File: src/rtl/ov5640_cfg_seq_if.sv
// Bus between the init sequencer, the config ROM and the SCCB writer.
// master: sequencer side; slave: ROM + writer side.
interface ov5640_cfg_seq_if;
  logic [7:0]  cfg_idx;
  logic [23:0] cfg_rdata;
  logic        sccb_exec;
  logic        bit_ctrl;
  logic [15:0] sccb_addr;
  logic [7:0]  sccb_data_wr;
  logic        sccb_done;

  modport master (
    output cfg_idx,
    output sccb_exec,
    output bit_ctrl,
    output sccb_addr,
    output sccb_data_wr,
    input  cfg_rdata,
    input  sccb_done
  );

  modport slave (
    input  cfg_idx,
    input  sccb_exec,
    input  bit_ctrl,
    input  sccb_addr,
    input  sccb_data_wr,
    output cfg_rdata,
    output sccb_done
  );
endinterface

File: src/rtl/ov5640_cfg_seq.sv
// OV5640 register-init sequencer: power-up delay, then one SCCB
// write per ROM entry. Ports: clk, rst, cfg_start, bus, busy/done/err.
module ov5640_cfg_seq #(
  parameter logic [7:0]  REG_NUM  = 8'd250,
  parameter logic [15:0] PWR_DLY  = 16'd20000,
  parameter logic [15:0] SRST_DLY = 16'd5000,
  parameter logic [15:0] TIMEOUT  = 16'd1000
) (
  input  logic                    clk,
  input  logic                    rst,
  input  logic                    cfg_start,
  ov5640_cfg_seq_if.master        bus,
  output logic                    cfg_busy,
  output logic                    cfg_done,
  output logic                    cfg_err
);

  typedef enum logic [2:0] {
    S_PWR,
    S_FETCH,
    S_LOAD,
    S_WAIT,
    S_POST,
    S_SRST,
    S_NEXT,
    S_DONE
  } state_e;

  state_e      state_q, state_d;
  logic [15:0] cnt_q, cnt_d;
  logic [7:0]  idx_q, idx_d;
  logic        exec_q, exec_d;
  logic [15:0] addr_q, addr_d;
  logic [7:0]  data_q, data_d;
  logic        err_q, err_d;
  logic        sdone_q;
  logic        done_rise;
  logic        srst_hit;

  assign done_rise = bus.sccb_done & ~sdone_q;
  // Writing 0x3008 with bit 7 set soft-resets the sensor.
  assign srst_hit  = (addr_q == 16'h3008) & data_q[7];

  always_comb begin
    state_d = state_q;
    // Shared delay/timeout counter saturates instead of wrapping.
    cnt_d   = (cnt_q == 16'hFFFF) ? cnt_q : cnt_q + 16'd1;
    idx_d   = idx_q;
    exec_d  = 1'b0;
    addr_d  = addr_q;
    data_d  = data_q;
    err_d   = err_q;
    unique case (state_q)
      S_PWR: begin
        if (cnt_q == PWR_DLY - 16'd1) begin
          cnt_d   = '0;
          state_d = S_FETCH;
        end
      end
      S_FETCH: state_d = S_LOAD;
      S_LOAD: begin
        addr_d  = bus.cfg_rdata[23:8];
        data_d  = bus.cfg_rdata[7:0];
        exec_d  = 1'b1;
        cnt_d   = '0;
        state_d = S_WAIT;
      end
      S_WAIT: begin
        // A rise on the timeout cycle still counts as success.
        if (done_rise) begin
          state_d = S_POST;
        end else if (cnt_q == TIMEOUT - 16'd1) begin
          err_d   = 1'b1;
          state_d = S_POST;
        end
      end
      S_POST: begin
        if (!bus.sccb_done) begin
          cnt_d   = '0;
          state_d = srst_hit ? S_SRST : S_NEXT;
        end
      end
      S_SRST: begin
        if (cnt_q == SRST_DLY - 16'd1) begin
          state_d = S_NEXT;
        end
      end
      S_NEXT: begin
        if (idx_q == REG_NUM - 8'd1) begin
          state_d = S_DONE;
        end else begin
          idx_d   = idx_q + 8'd1;
          state_d = S_FETCH;
        end
      end
      S_DONE: begin
        if (cfg_start) begin
          idx_d   = '0;
          err_d   = 1'b0;
          state_d = S_FETCH;
        end
      end
      default: state_d = S_PWR;
    endcase
  end

  always_ff @(posedge clk) begin
    if (rst) begin
      state_q <= S_PWR;
      cnt_q   <= '0;
      idx_q   <= '0;
      exec_q  <= 1'b0;
      addr_q  <= '0;
      data_q  <= '0;
      err_q   <= 1'b0;
      sdone_q <= 1'b0;
    end else begin
      state_q <= state_d;
      cnt_q   <= cnt_d;
      idx_q   <= idx_d;
      exec_q  <= exec_d;
      addr_q  <= addr_d;
      data_q  <= data_d;
      err_q   <= err_d;
      sdone_q <= bus.sccb_done;
    end
  end

  assign bus.cfg_idx      = idx_q;
  assign bus.sccb_exec    = exec_q;
  assign bus.bit_ctrl     = 1'b1;
  assign bus.sccb_addr    = addr_q;
  assign bus.sccb_data_wr = data_q;
  assign cfg_busy         = (state_q != S_DONE);
  assign cfg_done         = (state_q == S_DONE);
  assign cfg_err          = err_q;

endmodule

File: src/flat_wrapper.sv
// flat-port wrapper written by rule: the top's interface ports become plain ports
module ov5640_cfg_seq_flat 
#(
  parameter logic [7:0]  REG_NUM  = 8'd250,
  parameter logic [15:0] PWR_DLY  = 16'd20000,
  parameter logic [15:0] SRST_DLY = 16'd5000,
  parameter logic [15:0] TIMEOUT  = 16'd1000
)
  (clk, rst, cfg_start, cfg_busy, cfg_done, cfg_err, bus_cfg_idx, bus_sccb_exec, bus_bit_ctrl, bus_sccb_addr, bus_sccb_data_wr, bus_cfg_rdata, bus_sccb_done);
  ov5640_cfg_seq_if bus_i ();
  input  logic clk;
  input  logic rst;
  input  logic cfg_start;
  output logic cfg_busy;
  output logic cfg_done;
  output logic cfg_err;
  output wire logic [$bits(bus_i.cfg_idx)-1:0] bus_cfg_idx;
  output wire logic [$bits(bus_i.sccb_exec)-1:0] bus_sccb_exec;
  output wire logic [$bits(bus_i.bit_ctrl)-1:0] bus_bit_ctrl;
  output wire logic [$bits(bus_i.sccb_addr)-1:0] bus_sccb_addr;
  output wire logic [$bits(bus_i.sccb_data_wr)-1:0] bus_sccb_data_wr;
  input wire logic [$bits(bus_i.cfg_rdata)-1:0] bus_cfg_rdata;
  input wire logic [$bits(bus_i.sccb_done)-1:0] bus_sccb_done;
  assign bus_cfg_idx = bus_i.cfg_idx;
  assign bus_sccb_exec = bus_i.sccb_exec;
  assign bus_bit_ctrl = bus_i.bit_ctrl;
  assign bus_sccb_addr = bus_i.sccb_addr;
  assign bus_sccb_data_wr = bus_i.sccb_data_wr;
  assign bus_i.cfg_rdata = bus_cfg_rdata;
  assign bus_i.sccb_done = bus_sccb_done;
  ov5640_cfg_seq #(.REG_NUM(REG_NUM), .PWR_DLY(PWR_DLY), .SRST_DLY(SRST_DLY), .TIMEOUT(TIMEOUT)) u_core (.clk(clk), .rst(rst), .cfg_start(cfg_start), .bus(bus_i), .cfg_busy(cfg_busy), .cfg_done(cfg_done), .cfg_err(cfg_err));
endmodule
File: config.mk
export PLATFORM = sky130hd
export DESIGN_NAME = ov5640_cfg_seq_flat
export DESIGN_NICKNAME = d
export VERILOG_FILES = /design/src/rtl/ov5640_cfg_seq_if.sv /design/src/rtl/ov5640_cfg_seq.sv /design/src/flat_wrapper.sv
export SDC_FILE = /design/constraint.sdc
export NUM_CORES = 1
export LEC_CHECK = 0
export CORE_MARGIN = 3
export CORE_UTILIZATION = 40
export CTS_CLUSTER_SIZE = 16
export DETAILED_ROUTE_END_ITERATION = 10
export PLACE_DENSITY = 0.79
export REMOVE_ABC_BUFFERS = 1
export SLEW_MARGIN = 20
export SYNTH_ARGS = -nofsm -noshare
export SYNTH_HDL_FRONTEND = slang
export SYNTH_SLANG_ARGS = --single-unit
File: constraint.sdc
create_clock -name clk -period 1.8 [get_ports clk]
set_clock_uncertainty 0.05 [all_clocks]
set_input_delay 0.36 -clock clk [delete_from_list [all_inputs] [get_ports clk]]
set_output_delay 0.36 -clock clk [all_outputs]
set_load 0.02 [all_outputs]
### Word level (Yosys, flattened, before mapping)

Cells that the tools add are included.

| word-level totals | value |
|---|---|
| bits in registers | 54 |
| bits of input ports | 28 |
| output and inout bits | 37 |
| word-level logic and storage cells | 62 |

| cells by class | value |
|---|---|
| add/subtract/negate cells | 2 |
| equality and inequality tests | 22 |
| muxes and demuxes | 21 |
| bitwise gates (word level) | 3 |
| reduce and logical (&&, ||, !) cells | 6 |

Operators with widths:

| kind | count |
|---|---|
| $mux 16 | 3 |
| $pmux 16 s3 | 1 |
| $pmux 3 s8 | 1 |
| $mux 3 | 7 |
| $add 16x1->16 const B | 1 |
| $eq 16x10->1 const B | 1 |
| $eq 16x13->1 const B | 1 |
| $eq 16x14->1 const B | 1 |
| $eq 16x15->1 const B | 1 |
| $eq 16x16->1 const B | 1 |
| $mux 8 | 2 |
| $pmux 8 s2 | 1 |
| $eq 3x3->1 const B | 4 |
| $add 8x1->8 const B | 1 |
| $eq 8x8->1 const B | 1 |
| $ne 2x2->1 const B | 4 |
| $eq 3x2->1 const B | 2 |
| $ne 2x1->1 const B | 3 |
| $reduce_and 5->1 | 1 |
| $mux 1 | 4 |
| $reduce_and 4->1 | 1 |
| $reduce_bool 2->1 | 2 |
| $eq 3x1->1 const B | 1 |
| $logic_not 3->1 | 1 |
| 7 further kinds | 8 |

### Depth between registers and ports, before layout

Gate-level depths: netlist of run 1.

| logic depth | value |
|---|---|
| depth after elaboration | 5 |
| mapped depth | 7 |
| gate-level depth less buffers | 7 |

### Least setup slack after synthesis of run 1

No wires, ideal clock.

| timing path | value |
|---|---|
| kind | reg-to-reg |
| start point | reg u_core.cnt_q[0] |
| end point | reg u_core.cnt_q[13] |
| setup time | 0.123 ns |
| arrival | 1.688 ns |
| data required time | 1.627 ns |
| path slack | -0.061 ns |
| cell stages (with the launch flop) | 8 |
| path buffers | 1 |
| clock period less this slack | 1.861 ns |
| path through | dfxtp_1 ha_1 nand3_1 or2_0 o31a_1 o31ai_4 buf_6 a21oi_1 |

| on the way | value |
|---|---|
| cells in the longest elaborated chain, start to end | 4 |
| elaborated cells between the ends (all ways) | 7 |
| classes of those cells | add/sub: 1; eq/ne: 2; mux: 4 |

Ends and longest elaborated chain:

| element | RTL line | RTL |
|---|---|---|
| start: declaration | ov5640_cfg_seq.sv:30 | `logic [15:0] cnt_q, cnt_d;` |
| start signal: assignment | ov5640_cfg_seq.sv:119 | `cnt_q <= cnt_d;` |
| $add 16x1->16 / $eq 16x16->1 (equally long branches) | ov5640_cfg_seq.sv:47 | `cnt_d = (cnt_q == 16'hFFFF) ? cnt_q : cnt_q + 16'd1;` |
| $mux 16 | ov5640_cfg_seq.sv:47 |  |
| $mux 16 (on tied branches) | ov5640_cfg_seq.sv:78, ov5640_cfg_seq.sv:55 |  |
| $pmux 16 s3 (*) | ov5640_cfg_seq.sv:53 | `unique case (state_q)` |

Every way passes the cells marked *; elsewhere a longest branch is shown, timed or not.
A chain may end at the register's enable or synchronous reset.

### Final worst setup path of run 1

| timing path | value |
|---|---|
| start point | reg u_core.cnt_q[4] |
| end point | reg u_core.state_q[1] |

| on the way | value |
|---|---|
| cells in the longest elaborated chain, start to end | 3 |
| elaborated cells between the ends (all ways) | 7 |
| classes of those cells | eq/ne: 6; reduce/logical: 1 |

Ends and longest elaborated chain:

| element | RTL line | RTL |
|---|---|---|
| $eq 16x10->1 (tied with other cells) | ov5640_cfg_seq.sv:72 | `end else if (cnt_q == TIMEOUT - 16'd1) begin` |
| $ne 3x1->1 (no line) / $ne 2x1->1 (equally long branches) | -- |  |
| $reduce_and 5->1 (no line) (*) | -- |  |
| end signal: assignment | ov5640_cfg_seq.sv:118 | `state_q <= state_d;` |
| end: declaration | ov5640_cfg_seq.sv:29 | `state_e state_q, state_d;` |

Marked as above.

==> results of run 1 <==
## registers in the layout (all words and copies together) (netlist names)
register                 cells
u_core.bus.cfg_idx           8
u_core.sdone_q               1
u_core.bus.sccb_exec         1
u_core.state_q               3
u_core.cfg_err               1
u_core.cnt_q                16
u_core.bus.sccb_addr        16
u_core.bus.sccb_data_wr      8
## layout make-up
class	instances	area (um2)	share of cell area
Inverter	7	26.3	0.00699
Multi-Input combinational cell	228	1480	0.393
Tap cell	72	90.1	0.0240
Clock buffer	7	76.3	0.0203
Sequential cell	54	1090	0.289
Timing Repair Buffer	107	1000	0.267
## kinds of logic after synthesis
logic type | synth area share
and+or+nand+nor | 0.295
AOI/OAI and AO/OA | 0.157
DFF | 0.442
buffers and inverters | 0.0419
xor gates and xnor gates | 0.0358
adders and majority gates | 0.0153
muxes | 0.0123
other | 0.00153
## per-layer routing
| layer | track usage | share of wire | vias up |
|---|---|---|---|
| met5 | 0 | 0 | - |
| li1 | - | - | 1264 |
| met4 | 0.0629 | 0.014 | 0 |
| met3 | 0.0697 | 0.091 | 10 |
| met2 | 0.309 | 0.48 | 81 |
| met1 | 0.221 | 0.41 | 1158 |
## what timing repair did
| action | in CTS | in global routing |
|---|---|---|
| endpoints found under the setup margin | 22 | 24 |
| gates cloned | 1 | 0 |
| setup buffers | 3 | 4 |
| resized for setup | 41 | 21 |
| pin swaps | 14 | 7 |
## worst reg2reg max path: cells and delay by family, from the launching register on
kind / cells / cell delay [ps]
DFF: 1 / 330
and+or+nand+nor: 3 / 1040
muxes: 1 / 200
AOI/OAI and AO/OA: 1 / 240
## cell usage after synthesis (5+ instances only)
master and instances:
o21ai_0 8, nand3_1 14, inv_1 7, dfxtp_1 54, nor3_1 5, nor2_1 25, and3_1 8, a21oi_1 36
nand2_1 63, clkbuf_1 10, nor4_1 8, xnor2_1 6
## power groups by stage
stage	registers [mW]	clock network, mW	logic [mW]
detailed placement	1.23	0	0.128
finish	1.21	0.638	0.169
global placement	1.23	0	0.127
CTS	1.21	0.651	0.162
floorplan	1.23	0	0.0293
global route	1.21	0.698	0.181
## path summary, 6_finish.rpt
check	end	cells after the start	slack, ps
worst max register to register	u_core.state_q[1]$_SDFFE_PP0P_	5	-130
worst max-delay path	u_core.state_q[1]$_SDFFE_PP0P_	5	-130
worst min register to register	u_core.bus.sccb_data_wr[4]$_SDFFE_PP0P_	2	410
worst min-delay path	u_core.bus.sccb_data_wr[4]$_SDFFE_PP0P_	2	410
## metrics by stage
| stage | cells | instance area [um2] |
|---|---|---|
| global placement | 461 | 3380 |
| finish | 475 | 3760 |
| detailed placement | 461 | 3380 |
| global route | 475 | 3760 |
| floorplan | 289 | 2370 |
| CTS | 472 | 3650 |
==> impl_metrics.tcl, run 1 <==
set metrics [dict create \
    insertedDiodeCount 0 \
    drv_slew 0 \
    fillCellCount 477 \
    totalWireLength_mm 6.71 \
    die_h_um 84.2 \
    yosysWarnings 0 \
    slowest_delay_ps 540 \
    power.internal_mw 1.57 \
    critPathArrivalTime_ps 2120 \
    drt-initial-drc-count 115 \
    wl_per_cell_um 14.1 \
    power.switching_mw 0.443 \
    layout_commonest_cell "nand2_1" \
    synthArstFlopShare 0 \
    clock_power_share 0.317 \
    ys_ff_latch 54 \
    crit_type "reg2reg" \
    drc 0 \
    whs_ps 407 \
    synth_top_cell_by_area "dfxtp_1" \
    cp-start-kind "flip-flop" \
    htree_levels 2 \
    finalSetupViolations 19 \
    min_path_type "reg2reg" \
    vdd_drop_max_mv 0.397 \
    mostFrequentLayoutCells "nand2_1 (63), clkdlybuf4s50_1 (57), dfxtp_1 (50)" \
    antenna_found_initial 0 \
    clk_latency_ps 310 \
    period_minus_slack_ps 1930 \
    synth_edf_count 0 \
    grt_pass1_vias 2532 \
    cts_root_buf "clkbuf_8" \
    synth_flop_cell "dfxtp_1" \
    vias 2513 \
    rows 27 \
    place_ws_ps -149 \
    nNetsFinal 434 \
    cts.sinks 54 \
    path_buf_inv 0 \
    initial_core_util 0.428 \
    track_usage 0.186 \
    viasPerCell 5.29 \
    drv_cap 0 \
    rsz0062_at_grt "yes" \
    swShare 0.220 \
    port_buffers 63 \
    cts_tree "yes" \
    core_um2 5710 \
    power_density_nw_per_um2 536 \
    yosysSeqAreaShare 0.442 \
    drive_gt1_frac 0.218 \
    run_status "finished, violations left" \
    r2r-start "u_core.cnt_q[4]$_SDFF_PP0_" \
    area_growth_pct 53.7 \
    cts_hold_buf 0 \
    die_w_um 84.2 \
    combinationalPowerShare 0.084 \
    yosysUniqueCellTypes 43 \
    netlist_area_um2 2450 \
    critical_path.top_delay_family "simple AND/OR/NAND/NOR gates" \
    crit_start "u_core.cnt_q[4]$_SDFF_PP0_" \
    cpMaxStageDelayCell "or4_4" \
    cts_buffer_depth 2 \
    yosysTopAreaCellShare 0.442 \
    place.gp.congestion 0.889 \
    ant_nets 0 \
    synth_area_per_cell_um2 8.02 \
    grt_max_degree 26 \
    hold_viol 0 \
    dieArea_um2 7090 \
    violations "negative setup slack" \
    dp.final_hpwl_mm 4.58 \
    grt_overflow_total 0 \
    max_freq_mhz 518 \
    fin_util 0.659 \
    p_leak_nw 1.38 \
    cts_buffers 5 \
    io_pins 65 \
    netlist_top_cells_area "dfxtp_1 (44%), nand2_1 (9.7%), a21oi_1 (7.4%)" \
    tns_ps -1130 \
    path_clk_slew_ps 90 \
    finalWorstSetupSlack_ps -131 \
    seqPwrFrac 0.600 \
    dr.pass1.iters 4 \
    fin_crit_sh 1.07 \
    worstHoldStart "u_core.bus.sccb_data_wr[4]$_SDFFE_PP0P_" \
    power_mw 2.02 \
    worstPathRequired_ps 1990 \
    critPathMaxFanout 3 \
    endpoint_kind "flip-flop" \
    crit_chain "or4_4, nor4b_4, nand4_1, a22oi_2, mux2i_1" \
    syn_inst 305 \
    grt_pass1_wl_mm 11.2 \
]
Note: power is estimated with default switching activity, not from simulation.
==> run 2: changes to the inputs <==
Settings changed: PLACE_DENSITY 0.79 to 0.76.
Clock period 1.8 ns to 1.99 ns, I/O delays scaled along.
==> impl_metrics.tcl, run 2 (synthesis results as in run 1) <==
set metrics [dict create \
    crit_type "reg2reg" \
    htree_levels 2 \
    mostFrequentLayoutCells "nand2_1 (63), clkdlybuf4s50_1 (61), dfxtp_1 (50)" \
    crit_start "u_core.cnt_q[4]$_SDFF_PP0_" \
    critPathMaxFanout 3 \
    fillCellCount 499 \
    drive_gt1_frac 0.112 \
    max_freq_mhz 516 \
    drc 0 \
    dieArea_um2 7090 \
    dp.final_hpwl_mm 4.39 \
    cts_tree "yes" \
    ff2ff_path_depth 5 \
    power_density_nw_per_um2 563 \
    vias 2425 \
    period_minus_slack_ps 1940 \
    grt_overflow_total 0 \
    worstPathRequired_ps 2180 \
    core_um2 5710 \
    cts_root_buf "clkbuf_8" \
    finalSetupViolations 0 \
    grt_pass1_wl_mm 10.6 \
    hold_viol 0 \
    fin_crit_sh 0.973 \
    slowest_delay_ps 540 \
    clk_latency_ps 300 \
    track_usage 0.173 \
    rows 27 \
    p_leak_nw 1.20 \
    regArea_um2 1090 \
    multi_input_area_um2 1290 \
    min_path_type "reg2reg" \
    tns_ps 0 \
    vdd_drop_max_mv 0.423 \
    crit_chain "or4_4, nor4b_4, nand4_1, a22oi_2, mux2i_1" \
    cts_hold_buf 0 \
    reg2reg_to "u_core.state_q[1]$_SDFFE_PP0P_" \
    antenna_found_initial 0 \
    fin_cells 456 \
    rsz0062_at_grt "yes" \
    cts_buffer_depth 2 \
    nNetsFinal 414 \
    place_inst 447 \
    die_w_um 84.2 \
    ant_nets 0 \
    place.gp.congestion 0.830 \
    grt_pass1_vias 2452 \
    totalWireLength_mm 6.13 \
    cts_buffers 5 \
    port_buffers 63 \
    area_growth_pct 39.5 \
    cts.sinks 54 \
    endpoint_kind "flip-flop" \
    r2r-start "u_core.cnt_q[4]$_SDFF_PP0_" \
    insertedDiodeCount 0 \
    viasPerCell 5.32 \
    wl_per_cell_um 13.4 \
    critPathArrivalTime_ps 2130 \
    cp-start-kind "flip-flop" \
    initial_core_util 0.428 \
    drv_cap 0 \
    run_status "finished clean" \
    grt_max_degree 26 \
    path_clk_slew_ps 100 \
    layout_commonest_cell "nand2_1" \
    die_h_um 84.2 \
    rrSetupSlack_ps 50 \
    io_pins 65 \
    dr.pass1.iters 4 \
    critical_path.endpoint "u_core.state_q[1]$_SDFFE_PP0P_" \
    cpMaxStageDelayCell "or4_4" \
    drv_slew 0 \
    drt-initial-drc-count 154 \
]
[run 2: cell types whose count changed in the layout (fill, tap and decap cells not counted), sizes merged]
cell | previous run | this run
buf | 44 | 24
clkdlybuf4s50 | 57 | 61
dlygate4sd2 | 3 | 1
dlymetal6s2s | 3 | 1
bufinv | 0 | 1
[run 2: worst min path at each step]
| stage | start | end | cells past startpoint |
|---|---|---|---|
| floorplan | rst | u_core.sdone_q$_SDFF_PP0_ | 1 |
| global placement | u_core.bus.sccb_data_wr[5]$_SDFFE_PP0P_ | u_core.bus.sccb_data_wr[5]$_SDFFE_PP0P_ | 2 |
| detailed placement | u_core.bus.sccb_data_wr[2]$_SDFFE_PP0P_ | u_core.bus.sccb_data_wr[2]$_SDFFE_PP0P_ | 2 |
| CTS | u_core.bus.sccb_data_wr[2]$_SDFFE_PP0P_ | u_core.bus.sccb_data_wr[2]$_SDFFE_PP0P_ | 2 |
| global route | u_core.bus.sccb_data_wr[2]$_SDFFE_PP0P_ | u_core.bus.sccb_data_wr[2]$_SDFFE_PP0P_ | 2 |
| finish | u_core.bus.sccb_data_wr[2]$_SDFFE_PP0P_ | u_core.bus.sccb_data_wr[2]$_SDFFE_PP0P_ | 2 |
[run 2: final cells by class]
class	instances	share of cell area
inverter	7	0.00770
clock inverter	1	0.00880
timing repair buffer	87	0.238
sequential	54	0.318
tap	72	0.0264
multi-input combinational	228	0.378
clock buffer	7	0.0224
[run 2: routing by layer]
layer / GRT usage / vias up / routed length [um]
li1: - / 1211 / -
met1: 0.211 / 1119 / 2650
met2: 0.284 / 91 / 2810
met3: 0.0667 / 4 / 611
met4: 0.0497 / 0 / 58
met5: 0 / - / 0
[run 2: repair_timing]
item                       4_1_cts  5_1_grt
pin swaps                        0        4
setup endpoints to repair        2       19
gates resized for setup          3        9
buffers inserted                 0        1
[run 2: metrics by stage]
step	total power, mW	setup slack (ps)	util	cell area [um2]	hold WS, ps
after floorplan	1.14	-295	-	2370	415
after CTS	1.95	16.1	0.590	3370	415
after global placement	1.22	68.2	0.572	3260	391
after global routing	1.99	-42.9	0.598	3410	444
after detailed placement	1.22	4.96	0.572	3260	399
final	1.92	53.2	0.598	3410	417
[run 2: critical path: cells and delay by family (launching register included)]
kind | cells | cell delay [ps]
and+or+nand+nor | 3 | 1080
DFF | 1 | 330
AOI/OAI and AO/OA | 1 | 220
muxes | 1 | 190
[run 2: power breakdown]
group          leakage (nW)  switching [mW]  internal [mW]
Combinational         0.715          0.0399         0.0667
Sequential            0.437         0.00478           1.09
Clock                0.0524           0.348          0.377
Total                  1.20           0.392           1.53
